<file path="config.mk">
export PLATFORM = sky130hd
export DESIGN_NAME = ks_prefix_pipe
export DESIGN_NICKNAME = d
export VERILOG_FILES = /design/src/rtl/ks_pkg.sv /design/src/rtl/ks_prefix_pipe_black_box.sv /design/src/rtl/ks_prefix_pipe.sv
export SDC_FILE = /design/constraint.sdc
export NUM_CORES = 1
export LEC_CHECK = 0
export BUFFER_PORTS_ARGS = -buffer_cell sky130_fd_sc_hd__buf_2
export CAP_MARGIN = 20
export CORE_ASPECT_RATIO = 0.6
export CORE_UTILIZATION = 53
export DETAILED_ROUTE_END_ITERATION = 6
export PLACE_DENSITY = 0.74
export SYNTH_ARGS = -nofsm -noshare
export SYNTH_HDL_FRONTEND = slang
export SYNTH_HIERARCHICAL = 1
export SYNTH_SLANG_ARGS = --single-unit
</file>
<file path="constraint.sdc">
create_clock -name clk -period 6.4 [get_ports clk]
set_input_delay 0.64 -clock clk [delete_from_list [all_inputs] [get_ports clk]]
set_output_delay 0.64 -clock clk [all_outputs]
set_load 0.005 [all_outputs]
</file>
<file path="src/rtl/ks_pkg.sv">
// Shared Kogge-Stone types and helpers, also used by the downstream sum stage.
package ks_pkg;

  localparam int KS_WIDTH = 16;

  typedef struct packed {
    logic g;
    logic p;
  } gp_t;

  function automatic int ks_log2(input int n);
    int r;
    r = 0;
    for (int i = 0; i < 31; i++) begin
      if ((1 << i) < n) r = i + 1;
    end
    return r;
  endfunction

endpackage

</file>
<file path="src/rtl/ks_prefix_pipe_black_box.sv">
// Kogge-Stone prefix operator cell, purely combinational.
module black_box (
  input  logic gi,
  input  logic pi,
  input  logic gj,
  input  logic pj,
  output logic g,
  output logic p
);

  assign g = gi | (pi & gj);
  assign p = pi & pj;

endmodule

</file>
<file path="src/rtl/ks_prefix_pipe.sv">
// Pipelined Kogge-Stone carry prefix: stage 0 forms g/p, then one register per level; latency LEVELS+1.
// Backpressure stalls the whole pipe (en = !out_valid | out_ready); bubbles are kept, never compressed.
module ks_prefix_pipe
  import ks_pkg::*;
#(
  parameter int WIDTH = KS_WIDTH
) (
  input  logic             clk,
  input  logic             rst,
  input  logic             in_valid,
  output logic             in_ready,
  input  logic [WIDTH-1:0] a,
  input  logic [WIDTH-1:0] b,
  input  logic             cin,
  output logic             out_valid,
  input  logic             out_ready,
  output logic [WIDTH-1:0] h_out,
  output logic [WIDTH-1:0] p_out,
  output logic             cin_out
);

  localparam int LEVELS = ks_log2(WIDTH);

  logic             en;
  logic [LEVELS:0]  vld_q;
  logic [LEVELS:0]  cin_q;
  logic [WIDTH-1:0] p_q  [LEVELS+1];
  gp_t              gp_q [LEVELS+1][WIDTH];
  gp_t              gp_d [LEVELS+1][WIDTH];
  logic [WIDTH-1:0] final_p_unused;

  assign out_valid = vld_q[LEVELS];
  // rst forces ready so the first reset cycle also reports an empty pipe
  assign en        = rst | ~out_valid | out_ready;
  assign in_ready  = en;

  genvar k, i;
  generate
    for (i = 0; i < WIDTH; i++) begin : g_stage0
      if (i == 0) begin : g_cin
        // cin acts as a generate at position -1
        assign gp_d[0][i] = gp_t'{g: (a[0] & b[0]) | ((a[0] ^ b[0]) & cin), p: a[0] ^ b[0]};
      end else begin : g_plain
        assign gp_d[0][i] = gp_t'{g: a[i] & b[i], p: a[i] ^ b[i]};
      end
    end

    for (k = 1; k <= LEVELS; k++) begin : g_level
      for (i = 0; i < WIDTH; i++) begin : g_cell
        if (i >= (1 << (k - 1))) begin : g_op
          logic g_n;
          logic p_n;
          black_box u_bb (
            .gi(gp_q[k-1][i].g),
            .pi(gp_q[k-1][i].p),
            .gj(gp_q[k-1][i-(1<<(k-1))].g),
            .pj(gp_q[k-1][i-(1<<(k-1))].p),
            .g (g_n),
            .p (p_n)
          );
          assign gp_d[k][i] = gp_t'{g: g_n, p: p_n};
        end else begin : g_pass
          assign gp_d[k][i] = gp_q[k-1][i];
        end
      end
    end

    // group propagate of the last level has no consumer
    for (i = 0; i < WIDTH; i++) begin : g_final
      assign final_p_unused[i] = gp_q[LEVELS][i].p;
    end
  endgenerate

  always_ff @(posedge clk) begin
    if (rst) begin
      vld_q <= '0;
      cin_q <= '0;
      for (int s = 0; s <= LEVELS; s++) begin
        p_q[s] <= '0;
        for (int j = 0; j < WIDTH; j++) gp_q[s][j] <= '0;
      end
    end else if (en) begin
      vld_q  <= {vld_q[LEVELS-1:0], in_valid};
      cin_q  <= {cin_q[LEVELS-1:0], cin};
      p_q[0] <= a ^ b;
      for (int s = 1; s <= LEVELS; s++) p_q[s] <= p_q[s-1];
      for (int s = 0; s <= LEVELS; s++) begin
        for (int j = 0; j < WIDTH; j++) gp_q[s][j] <= gp_d[s][j];
      end
    end
  end

  always_comb begin
    h_out = '0;
    for (int j = 0; j < WIDTH; j++) h_out[j] = gp_q[LEVELS][j].g;
  end

  assign p_out   = p_q[LEVELS];
  assign cin_out = cin_q[LEVELS];

endmodule

</file>
## Word-level counts from Yosys, hierarchy flattened

Memories as Yosys holds them, arrays and structs flattened.
Cells that the tools add are included.

- Memories kept: 2
- Register bits after elaboration: 10
- Bits in writable memories: 240

Memory list:

| name | depth | bits a word | read ports | clocked after Yosys merged registers in | wr ports | line | text |
|---|---|---|---|---|---|---|---|
| gp_q | 5 | 32 | 5 | 0 | 5 | ks_prefix_pipe.sv:28 | `gp_t gp_q [LEVELS+1][WIDTH];` |
| p_q | 5 | 16 | 5 | 0 | 5 | ks_prefix_pipe.sv:27 | `logic [WIDTH-1:0] p_q [LEVELS+1];` |

- Mux-type cells: 90
- Bitwise operators: 270

Operator list:

| operator | count |
|---|---|
| 2-to-1 mux 2 bit | 80 |
| bitwise OR 1 bit | 137 |
| AND 1 bit | 115 |
| 2-to-1 mux 16 bit | 5 |
| bitwise XOR 1 bit | 16 |
| bitwise XOR 16 bit | 1 |
| 2-to-1 mux 1 bit | 5 |
| NOT 1 bit | 1 |

## Depth between registers and ports, before layout

- Word-level depth: 7
- Gate-level depth with buffers: 5
- Mapped depth without buffers: 3

## Modules after synthesis

Netlist, hierarchy kept.

By module, submodules not included:

| module | sequential area each (um2) | cells an instance | area an instance (um2) | instances |
|---|---|---|---|---|
| ks_prefix_pipe | 6356.1 | 544 | 9818.2 | 1 |
| black_box | 0.0 | 2 | 15.0 | 49 |

## Worst setup path after synthesis

Ideal clock, no wire load.

- Path type: in2reg
- Start: in rst
- End: mem gp_q[0][100] (netlist name), enable pin
- Library setup time: 0.601 ns
- Stages: 3
- Path slack: -0.004 ns
- Data arrival time: 5.803 ns
- Cells stage by stage: buf_2 buf_6 nand2b_1

RTL lines:

| what | line | text |
|---|---|---|
| start, declared | ks_prefix_pipe.sv:9 | `input logic rst,` |
| end, declared | ks_prefix_pipe.sv:28 |  |

==> results.toml <==
[worst_setup_path]
crit_fanout = 90
r2r_cells = 3
end_kind = "flop"
r2r_slack_ns = 3.91
startpoint_type = "input port"
r2r_end = "gp_q[0][117]$_SDFFCE_PN0P_"
cp.required_ns = 6.59
crit_type = "in2reg"
arrival_ns = 3.03
crit_end = "p_q[0][43]$_SDFFCE_PN0P_"
timing.rr.start = "vld_q[4]$_SDFFE_PP0P_"
worstSetupStartpoint = "rst"

[clock_tree]
numClockSinks = 204
cts_hold_buf = 0
ctsResizeCount = 0
cts_buffers = 20
clock_tree.root_cell = "clkbuf_16"
h-tree-depth = 1
clock_latency_ns = 0.49
cts_setup_buffers = 0
clk_path_buf_depth = 3
clk_pin_slew_ns = 0.06
cts_tree = "done"

[final_layout]
area_growth_pct = 7.23
drive_gt1_share_pct = 47.9
nets = 676
antennaDiodeCount = 0
final_cells = 877
nFillCells = 1398

[timing]
slew-limit-headroom_pct = 29.6
setup_ws_ns = 3.56
setup_violations = 0
finalHoldViolations = 0
period_needed_ns = 2.84
tightestPinTransition_ns = 1.06
finalCritPeriodShare_pct = 44.4
max_freq_mhz = 352
tns_ns = 0
final-max-slew-violation-count = 0
fin_skew_ns = 0.0128
grt_setup_unrepaired = "false"

[power_and_ir_drop]
p_seq_share_pct = 55.2
max-vdd-ir-drop_uv = 157
p_sw_mw = 0.552
power_density_mw_per_mm2 = 258
switching_share_pct = 20.0
pwr-share-comb_pct = 4.6
power_frac_clock_pct = 40.2
intPower_mw = 2.21
p_leak_nw = 4.64

[floorplanning]
die_area_mm2 = 0.0194
die_height_um = 108
pin_count = 72
start_util_pct = 54.6
die_w_um = 179
num_rows = 38
core_mm2 = 0.0183

[yosys]
postSynthCellCount = 605
syn_area_per_cell_um2 = 16.5
syn-num-nets = 658
ys_warn_count = 6
netlist_area_mm2 = 0.00997

[detailed_routing]
wl_per_cell_um = 17.7
wl_met3_um = 712
detail_route.drc_violations = 16
vias = 4685
dr.pass1.iters = 7
drt_iter0_drc = 384
final_antenna_net_count = 0
routed_wirelength_um = 15500
avgViaCountPerCell = 5.34
top_layer_used = "met4"
wl_met1_um = 7750
wl_met2_um = 6880

[global_routing]
grt_pass1_vias = 4705
grt.total_usage_pct = 16.8
gr-total-overflow = 0
antenna_found_initial = 1
grt_pass1_wl_um = 25400
grt_max_degree = 159

[placed_design]
pre_cts_slack_ns = 3.05
dp_cells = 841
place.detailed.hpwl_um = 9310
finalWeightedCongestion = 0.742
portBuffers = 71

[hold_path]
min_path_type = "in2reg"

[outcome]
violations = "design-rule violations"
status = "finished, violations left"

[run]
drv_cap = 0
[state kept, by name, summed over array words and instances (netlist names)]
| register | count |
|---|---|
| cin_q | 5 |
| vld_q | 5 |
| p_q | 80 |
| gp_q | 114 |
[layout by cell type (no fill, tap or decap), types with 7 or more instances in the layout]
master	count
edfxtp_1	194
nor3b_2	169
buf_2	70
a21o_1	49
and2_2	34
nor3b_1	24
clkbuf_16	21
ha_1	16
nand2b_1	11
dfxtp_1	10
clkbuf_1	8
mux2i_1	7
[how the worst min path moves through the flow]
stage	startpoint	endpoint	slack [ns]	cells past startpoint
2_1_floorplan	vld_q[3]$_SDFFE_PP0P_	vld_q[4]$_SDFFE_PP0P_	0.42	2
5_1_grt	in_valid	vld_q[0]$_SDFFE_PP0P_	0.42	3
3_3_place_gp	vld_q[3]$_SDFFE_PP0P_	vld_q[4]$_SDFFE_PP0P_	0.43	2
4_1_cts	in_valid	vld_q[0]$_SDFFE_PP0P_	0.41	3
6_report	in_valid	vld_q[0]$_SDFFE_PP0P_	0.42	3
3_5_place_dp	vld_q[3]$_SDFFE_PP0P_	vld_q[4]$_SDFFE_PP0P_	0.45	2
[cell type report]
class                      count  area, µm²  share of cell area [%]
tap                          240        300                    2.81
inverter                       1       3.75                  0.0351
clock buffer                  29        556                    5.19
timing repair buffer          77        423                    3.95
clock inverter                 7       53.8                   0.503
sequential                   204       6030                    56.3
multi-input combinational    319       3330                    31.2
[per-stage QoR]
step,utilization [%],instance area (µm²),hold WS [ns],power (mW)
2_1_floorplan,-,9970,0.421,1.64
3_3_place_gp,55.2,10100,0.429,1.67
3_5_place_dp,55.2,10100,0.449,1.68
4_1_cts,58.6,10700,0.415,2.78
5_1_grt,58.6,10700,0.424,2.85
6_report,58.6,10700,0.420,2.76
[power groups by stage]
stage / clock network [mW] / registers (mW) / logic [mW]
after floorplan: 0 / 1.54 / 0.103
after global placement: 0 / 1.55 / 0.122
after detailed placement: 0 / 1.55 / 0.126
after CTS: 1.13 / 1.52 / 0.128
after global routing: 1.18 / 1.53 / 0.139
final: 1.11 / 1.52 / 0.126
[worst max-delay path, cell delays in order]
cell and delay [ns]:
buf_8 0.51, buf_4 0.92, buf_4 0.72, nor3b_1 0.14
[per-layer routing]
| layer | vias to the layer above | global-route usage (%) |
|---|---|---|
| met5 | - | 0 |
| met4 | 0 | 3.42 |
| met3 | 20 | 3.20 |
| met2 | 96 | 24.8 |
| met1 | 2311 | 25.8 |
| li1 | 2258 | - |
Note: power is estimated with default switching activity, not from simulation.
